### config.mk
export PLATFORM = sky130hd
export DESIGN_NAME = seq_divider8
export DESIGN_NICKNAME = d
export VERILOG_FILES = /design/src/rtl/arith_pkg.sv /design/src/rtl/fsub.sv /design/src/rtl/seq_divider8.sv
export SDC_FILE = /design/constraint.sdc
export NUM_CORES = 1
export LEC_CHECK = 0
export ABC_CLOCK_PERIOD_IN_PS = 4900
export CAP_MARGIN = 20
export CORE_MARGIN = 8
export CORE_UTILIZATION = 30
export DETAILED_ROUTE_END_ITERATION = 8
export GPL_ROUTABILITY_DRIVEN = 0
export GPL_TIMING_DRIVEN = 0
export SYNTH_ARGS = -nofsm -noshare
export SYNTH_HDL_FRONTEND = slang
export SYNTH_SLANG_ARGS = --single-unit
### constraint.sdc
create_clock -name clk -period 4.9 [get_ports clk]
set_input_delay 0.49 -clock clk [delete_from_list [all_inputs] [get_ports clk]]
set_output_delay 0.49 -clock clk [all_outputs]
set_load 0.03 [all_outputs]
### src/rtl/arith_pkg.sv
// Shared arithmetic-lab definitions: divider FSM states and default operand width.
package arith_pkg;

    localparam int DIV_WIDTH_DEFAULT = 8;

    typedef enum logic [1:0] {
        IDLE = 2'd0,
        RUN  = 2'd1,
        DONE = 2'd2
    } div_state_e;

endpackage

### src/rtl/fsub.sv
// One-bit full subtractor: diff = x - y - bin, with borrow out.
module fsub (
    input  logic x,
    input  logic y,
    input  logic bin,
    output logic diff,
    output logic bout
);

    assign diff = x ^ y ^ bin;
    assign bout = (~x & y) | (~(x ^ y) & bin);

endmodule

### src/rtl/seq_divider8.sv
// Multi-cycle unsigned restoring divider, one quotient bit per clock, start/done handshake.
module seq_divider8
    import arith_pkg::*;
#(
    parameter int WIDTH = DIV_WIDTH_DEFAULT
) (
    input  logic             clk,
    input  logic             rst_n,
    input  logic             start,
    input  logic [WIDTH-1:0] dividend,
    input  logic [WIDTH-1:0] divisor,
    output logic             busy,
    output logic             done,
    output logic [WIDTH-1:0] quotient,
    output logic [WIDTH-1:0] remainder,
    output logic             div_by_zero
);

    localparam int               CNT_W     = $clog2(WIDTH + 1);
    localparam logic [CNT_W-1:0] LAST_ITER = CNT_W'(WIDTH - 1);

    div_state_e       state_q;
    logic [WIDTH-1:0] den_q;
    logic [WIDTH-1:0] quo_q;
    logic [WIDTH-1:0] rem_q;
    logic [CNT_W-1:0] cnt_q;
    logic             busy_q;
    logic             done_q;
    logic             dbz_q;

    logic [WIDTH:0]   trial_x_s;
    logic [WIDTH:0]   trial_y_s;
    logic [WIDTH:0]   trial_diff_s;
    logic [WIDTH+1:0] borrow_s;
    logic             negative_s;
    logic             zero_div_s;

    // The shifted-out quotient MSB extends R so 2R+1 never overflows the trial.
    assign trial_x_s   = {rem_q, quo_q[WIDTH-1]};
    assign trial_y_s   = {1'b0, den_q};
    assign borrow_s[0] = 1'b0;

    genvar i;
    generate
        for (i = 0; i <= WIDTH; i++) begin : g_borrow_chain
            fsub u_fsub (
                .x    (trial_x_s[i]),
                .y    (trial_y_s[i]),
                .bin  (borrow_s[i]),
                .diff (trial_diff_s[i]),
                .bout (borrow_s[i+1])
            );
        end
    endgenerate

    // Either the final borrow or the trial sign bit marks a failed subtraction.
    assign negative_s = borrow_s[WIDTH+1] | trial_diff_s[WIDTH];
    assign zero_div_s = (divisor == {WIDTH{1'b0}});

    // Divider FSM with iteration datapath and registered handshake outputs.
    always_ff @(posedge clk or negedge rst_n) begin
        if (!rst_n) begin
            state_q <= IDLE;
            den_q   <= {WIDTH{1'b0}};
            quo_q   <= {WIDTH{1'b0}};
            rem_q   <= {WIDTH{1'b0}};
            cnt_q   <= {CNT_W{1'b0}};
            busy_q  <= 1'b0;
            done_q  <= 1'b0;
            dbz_q   <= 1'b0;
        end else begin
            case (state_q)
                IDLE, DONE: begin
                    if (start) begin
                        den_q <= divisor;
                        cnt_q <= {CNT_W{1'b0}};
                        if (zero_div_s) begin
                            state_q <= DONE;
                            quo_q   <= {WIDTH{1'b1}};
                            rem_q   <= dividend;
                            busy_q  <= 1'b0;
                            done_q  <= 1'b1;
                            dbz_q   <= 1'b1;
                        end else begin
                            state_q <= RUN;
                            quo_q   <= dividend;
                            rem_q   <= {WIDTH{1'b0}};
                            busy_q  <= 1'b1;
                            done_q  <= 1'b0;
                            dbz_q   <= 1'b0;
                        end
                    end else begin
                        state_q <= IDLE;
                        busy_q  <= 1'b0;
                        done_q  <= 1'b0;
                    end
                end
                RUN: begin
                    quo_q <= {quo_q[WIDTH-2:0], ~negative_s};
                    rem_q <= negative_s ? trial_x_s[WIDTH-1:0] : trial_diff_s[WIDTH-1:0];
                    cnt_q <= cnt_q + CNT_W'(1);
                    if (cnt_q == LAST_ITER) begin
                        state_q <= DONE;
                        busy_q  <= 1'b0;
                        done_q  <= 1'b1;
                    end else begin
                        state_q <= RUN;
                        busy_q  <= 1'b1;
                        done_q  <= 1'b0;
                    end
                end
                default: begin
                    state_q <= IDLE;
                    busy_q  <= 1'b0;
                    done_q  <= 1'b0;
                end
            endcase
        end
    end

    assign busy        = busy_q;
    assign done        = done_q;
    assign quotient    = quo_q;
    assign remainder   = rem_q;
    assign div_by_zero = dbz_q;

endmodule

* Word-level counts from Yosys, hierarchy flattened
Cells that the tools add are included. W data, S select, Z words.
Word-level totals: latch bits 0, word-level logic and storage cells 97, memories 0, bits in read-only memories 0, memory bits (writable) 0, register bits 33
Cells by class: muxes and demuxes 21, add/sub/neg operators 1, multipliers 0, magnitude comparators 0, equality and inequality tests 4, shifts and indexed selects 0, reduce and logical (&&, ||, !) cells 6, bitwise operators 57, div/mod/pow operators 0
Operators with widths (count):
- $mux W8 | 5
- $pmux W8 S2 | 2
- $not A1 Y1 | 17
- $and A1 B1 Y1 | 16
- $xor A1 B1 Y1 | 16
- $logic_not A8 Y1 | 1
- $or A1 B1 Y1 | 8
- $pmux W4 S2 | 1
- $mux W1 | 6
- $mux W2 | 3
- $add A4 B1 Y4 const B | 1
- $eq A4 B3 Y1 const B | 1
- $mux W4 | 1
- $pmux W1 S2 | 2
- $pmux W2 S2 | 1
- $reduce_and A2 Y1 | 2
- $eq A2 B1 Y1 const B | 1
- $eq A2 B2 Y1 const B | 1
- $logic_not A2 Y1 | 1
- $ne A2 B2 Y1 const B | 1
- $reduce_bool A2 Y1 | 1
- $reduce_or A2 Y1 | 1

* Logic depth before layout (Yosys ltp)
word-level depth 20, mapped depth 12, gate-level depth less buffers 12

* Modules after synthesis
From an unflattened synthesis, not the netlist that was laid out.
Unflattened totals: cell total of the unflattened synthesis 192, area total of the unflattened synthesis 1906.8 µm²
By module, submodules not included:
- seq_divider8 | sequential area each 775.7 µm², cells each 156, times used 1, area an instance 1625.3 µm²
- fsub | sequential area each 0.0 µm², cells each 4, times used 9, area an instance 31.3 µm²

* Least setup slack after synthesis
Ideal clock, no wire load.
path type register -> register, start point register quo_q[7], in the netlist quotient[7], end point register rem_q[0], in the netlist remainder[0], path slack 0.634 ns, period minus slack after synthesis 4.266 ns, arrival time 4.179 ns, stages on the path, launching flop included 13, cell sequence dfrtp_1 inv_1 ha_1 fa_1 fa_1 fa_1 fa_1 fa_1 fa_1 fa_1 xnor2_2 mux2_1 a211oi_2
Between the ends: word-level cells in the longest chain between the ends 20
RTL lines:
- from (decl) | RTL line seq_divider8.sv:24 | logic [WIDTH-1:0] quo_q;
- from (signal assigned) | RTL line seq_divider8.sv:65 | quo_q <= {WIDTH{1'b0}};
- from (signal assigned) | RTL line seq_divider8.sv:79 | quo_q <= {WIDTH{1'b1}};
- from (signal assigned) | RTL line seq_divider8.sv:86 | quo_q <= dividend;
- $not A1 Y1 | RTL line fsub.sv:11 | assign bout = (~x & y) | (~(x ^ y) & bin);
- $and A1 B1 Y1 (2 in series) | RTL line fsub.sv:11
- $or A1 B1 Y1 | RTL line fsub.sv:11
- $and A1 B1 Y1 | RTL line fsub.sv:11
- $or A1 B1 Y1 | RTL line fsub.sv:11
- $and A1 B1 Y1 | RTL line fsub.sv:11
- $or A1 B1 Y1 | RTL line fsub.sv:11
- $and A1 B1 Y1 | RTL line fsub.sv:11
- [... 3 more ...]
- $and A1 B1 Y1 | RTL line fsub.sv:11
- $or A1 B1 Y1 | RTL line fsub.sv:11
- $and A1 B1 Y1 | RTL line fsub.sv:11
- $or A1 B1 Y1 | RTL line fsub.sv:11
- $and A1 B1 Y1 / $xor A1 B1 Y1 (equally long branches) | RTL line fsub.sv:11, fsub.sv:10
- $or A1 B1 Y1 | RTL line seq_divider8.sv:57 | assign negative_s = borrow_s[WIDTH+1] | trial_diff_s[WIDTH];
- $mux W8 (*) | RTL line seq_divider8.sv:100 | rem_q <= negative_s ? trial_x_s[WIDTH-1:0] : trial_diff_s[WIDTH-1:0];
- $pmux W8 S2 (*) | RTL line seq_divider8.sv:72 | case (state_q)
- to (signal assigned) | RTL line seq_divider8.sv:66 | rem_q <= {WIDTH{1'b0}};
- to (signal assigned) | RTL line seq_divider8.sv:80 | rem_q <= dividend;
- to (signal assigned) | RTL line seq_divider8.sv:100
- to (decl) | RTL line seq_divider8.sv:25 | logic [WIDTH-1:0] rem_q;
Mark *: on every way between the ends. The rest lies on a longest branch, timed or not. A chain may end at the register's enable or synchronous reset.

* Worst setup path in the final report
Same ends and word-level chain as after synthesis.

==> metrics.txt <==
outcome finished clean; Setup WS post-layout 0.325 ns; internal power 0.00104 W; Non-Filler Instances 301; Reg power frac 28.3%; Hold Path Class in2async; unrepaired setup endpoints after global routing no; Worst Tran Pin Value 0.724 ns; predominant post-synthesis flop cell dfrtp_1; Sw Ratio 41.6%; Synth Area per Inst 10.6 um2; row cnt 29; register area share after synthesis 40.6%; die width 95.8 um; grt ovf 0; ys async rst share 100%; H-tree Lvls 2; worst skew pair latency 0.27 ns; DR vias 1449; PortBufs 37; worst vdd ir 0.221 mV; EDFF count, synth 0; fin nets 253; Gate Count Post-Synth 181; GRT met1 Usage 12.9%; CORE AREA 6240 um2; Slowest-stage cell, CP xnor2_2; layout cells sized above 1 20.5%; Synth Cell Area 1910 um2; f_max 219 MHz; relative slew slack 51.7%; Net Sw Power 0.000739 W; CP top delay family adder cells; Synthesized Nets 209; first-pass detailed-route iteration total 5; Area Growth Syn to Fin 27.9%; Tcrit/Tclk final 93.4%; Clk network pwr share 10.2%; leakage 1.06 nW; worst endpoint required time 5.09 ns; crit-path cells inv_1, ha_1, fa_1, fa_1, fa_1, fa_1, fa_1, fa_1, fa_1, xnor2_2, mux2_1, a211oi_2; Num Clock Sinks 31; clk_skew 0.00482 ns; Combinational Power Share 61.6%; drt drc 0; grt peak-use layer met2; hold_buf cts 0; Root Buffer Master clkbuf_8; HPWL after DPL 3470 um; 1st-iter DRT viols 55; Die Ht 95.8 um; setup_tns 0 ns; share of the synthesized area in the top cell type 40.6%; met2 Track Usage GR 18.5%; count of pins over their slew limit 0; final setup vio count 0; crit path DAT 4.77 ns; first-pass GRT wire length 7660 um; full die area 9180 um2; crit-path most repeated cell fa_1; placed instance count 295; PwrDens 726 nW/um2; initial core utilization 30.6%; crit path kind reg2reg; Worst Path Max Fanout 9; Max-Cap Viols 0; Vias/cell 4.81; Clock Pin Slew Worst Setup and Hold Paths 0.06 ns; Ports 38; Post-Place Setup Slack 0.350 ns; Synth area leaders dfrtp_1 (41%), mux2_2 (9.4%), mux2i_1 (8.9%), nand2_1 (7.7%), fa_1 (7.3%); total CTS buffers 5; vias in the first global route 1510; Routed Wire Length 4590 um; post-route minimum period 4.57 ns; Synthesis Warnings 0; slowest cell delay on critical path 0.47 ns; initial antenna violation count 0; CTS tree done; clk buf depth 2; Total GRT Usage 10.8%; biggest area consumer among synthesized cells dfrtp_1; WL/cell 15.2 um; met3 GRT Util 3.20%; Yosys reg bits 31; Final Hold Vio Count 0; Startpoint Class flop; antenna cell count 0; post-CTS sizing 0; CP Buf/Inv Count 1; crit end category flop; remaining antenna violation count 0; Post-CTS Setup Repair Bufs 0; largest net degree at the start of global routing 32; Netlist cell types 26
-- synth_stat cells (2+ instances only) --
cell      count
nor4_4        2
ha_1          2
dfrtp_1      31
buf_2         6
nand3_1       9
nand2_1      39
o21ai_0       2
buf_4        11
fa_1          7
o211ai_1      7
inv_1         9
mux2i_1      17
nand2b_1      3
nor2b_1       2
nand4_1       8
mux2_2       16
-- cells in the final DEF (no fill, tap or decap), types with 2 or more instances in the layout --
master / synthesis / layout
nand2_1: 39 / 39
clkdlybuf4s50_1: 0 / 36
dfrtp_1: 31 / 31
mux2i_1: 17 / 17
mux2_2: 16 / 16
buf_4: 11 / 11
inv_1: 9 / 9
nand3_1: 9 / 9
nand4_1: 8 / 8
buf_2: 6 / 7
o211ai_1: 7 / 7
fa_1: 7 / 7
clkbuf_8: 0 / 5
nand2b_1: 3 / 3
clkbuf_1: 1 / 2
nor2b_1: 2 / 2
nor4_4: 2 / 2
o21ai_0: 2 / 2
ha_1: 2 / 2
-- state kept, by name, summed over array words and instances (netlist names) --
register     cells
done             1
div_by_zero      1
busy             1
den_q            8
cnt_q            4
quotient         8
remainder        8
-- cells by family after synthesis --
family	share of synthesized area, %
AND/OR/NAND/NOR	17.3
multiplexers	18.9
flip-flops	40.6
buffers and inverters	7.85
AO/OA/AOI/OAI	5.89
adder cells (fa/ha/maj)	8.64
XOR/XNOR	0.851
-- power by group through the flow --
stage / clock [W] / sequential (W) / combinational [W]
floorplan: 0 / 0.000547 / 0.000751
global placement: 0 / 0.000506 / 0.00109
detailed placement: 0 / 0.000509 / 0.00110
CTS: 0.000187 / 0.000505 / 0.00111
global route: 0.000201 / 0.000524 / 0.00120
finish: 0.000180 / 0.000502 / 0.00109
-- final cells by class --
type	count	area, um2
tap	77	96.3
inverter	9	33.8
sequential	31	776
timing repair buffer	37	365
fill	637	3790
clock buffer	6	72.6
buffer	18	116
multi-input combinational	123	986
-- worst paths after layout --
| path | slack, ns | cells after the start | endpoint | startpoint |
|---|---|---|---|---|
| worst max-delay path | 0.33 | 12 | remainder[0] | quotient[7] |
| worst min-delay path | 0.27 | 1 | remainder[4] | rst_n |
| worst max register to register | 0.33 | 12 | remainder[0] | quotient[7] |
| worst min register to register | 0.49 | 2 | den_q[0] | den_q[0] |
| max in group asynchronous | 4.17 | 1 | den_q[0] | rst_n |
| min in group clk | 0.49 | 2 | den_q[0] | den_q[0] |
-- metal layers --
layer / vias up / routed length [um] / share of wire (%)
met5: - / 0 / 0
met4: 0 / 22 / 0.48
met3: 2 / 255 / 5.6
met2: 25 / 2340 / 51
met1: 720 / 1970 / 43
li1: 702 / - / -
-- per-stage QoR --
stage	total power, W	hold WS (ns)	util (%)	area [um2]
finish	0.00178	0.271	39.2	2450
global route	0.00193	0.337	39.2	2450
CTS	0.00180	0.296	39.2	2450
detailed placement	0.00161	0.476	38.0	2370
global placement	0.00159	0.474	38.1	2380
floorplan	0.00130	0.194	-	1910
No activity file was read; power rests on OpenSTA's default activity.
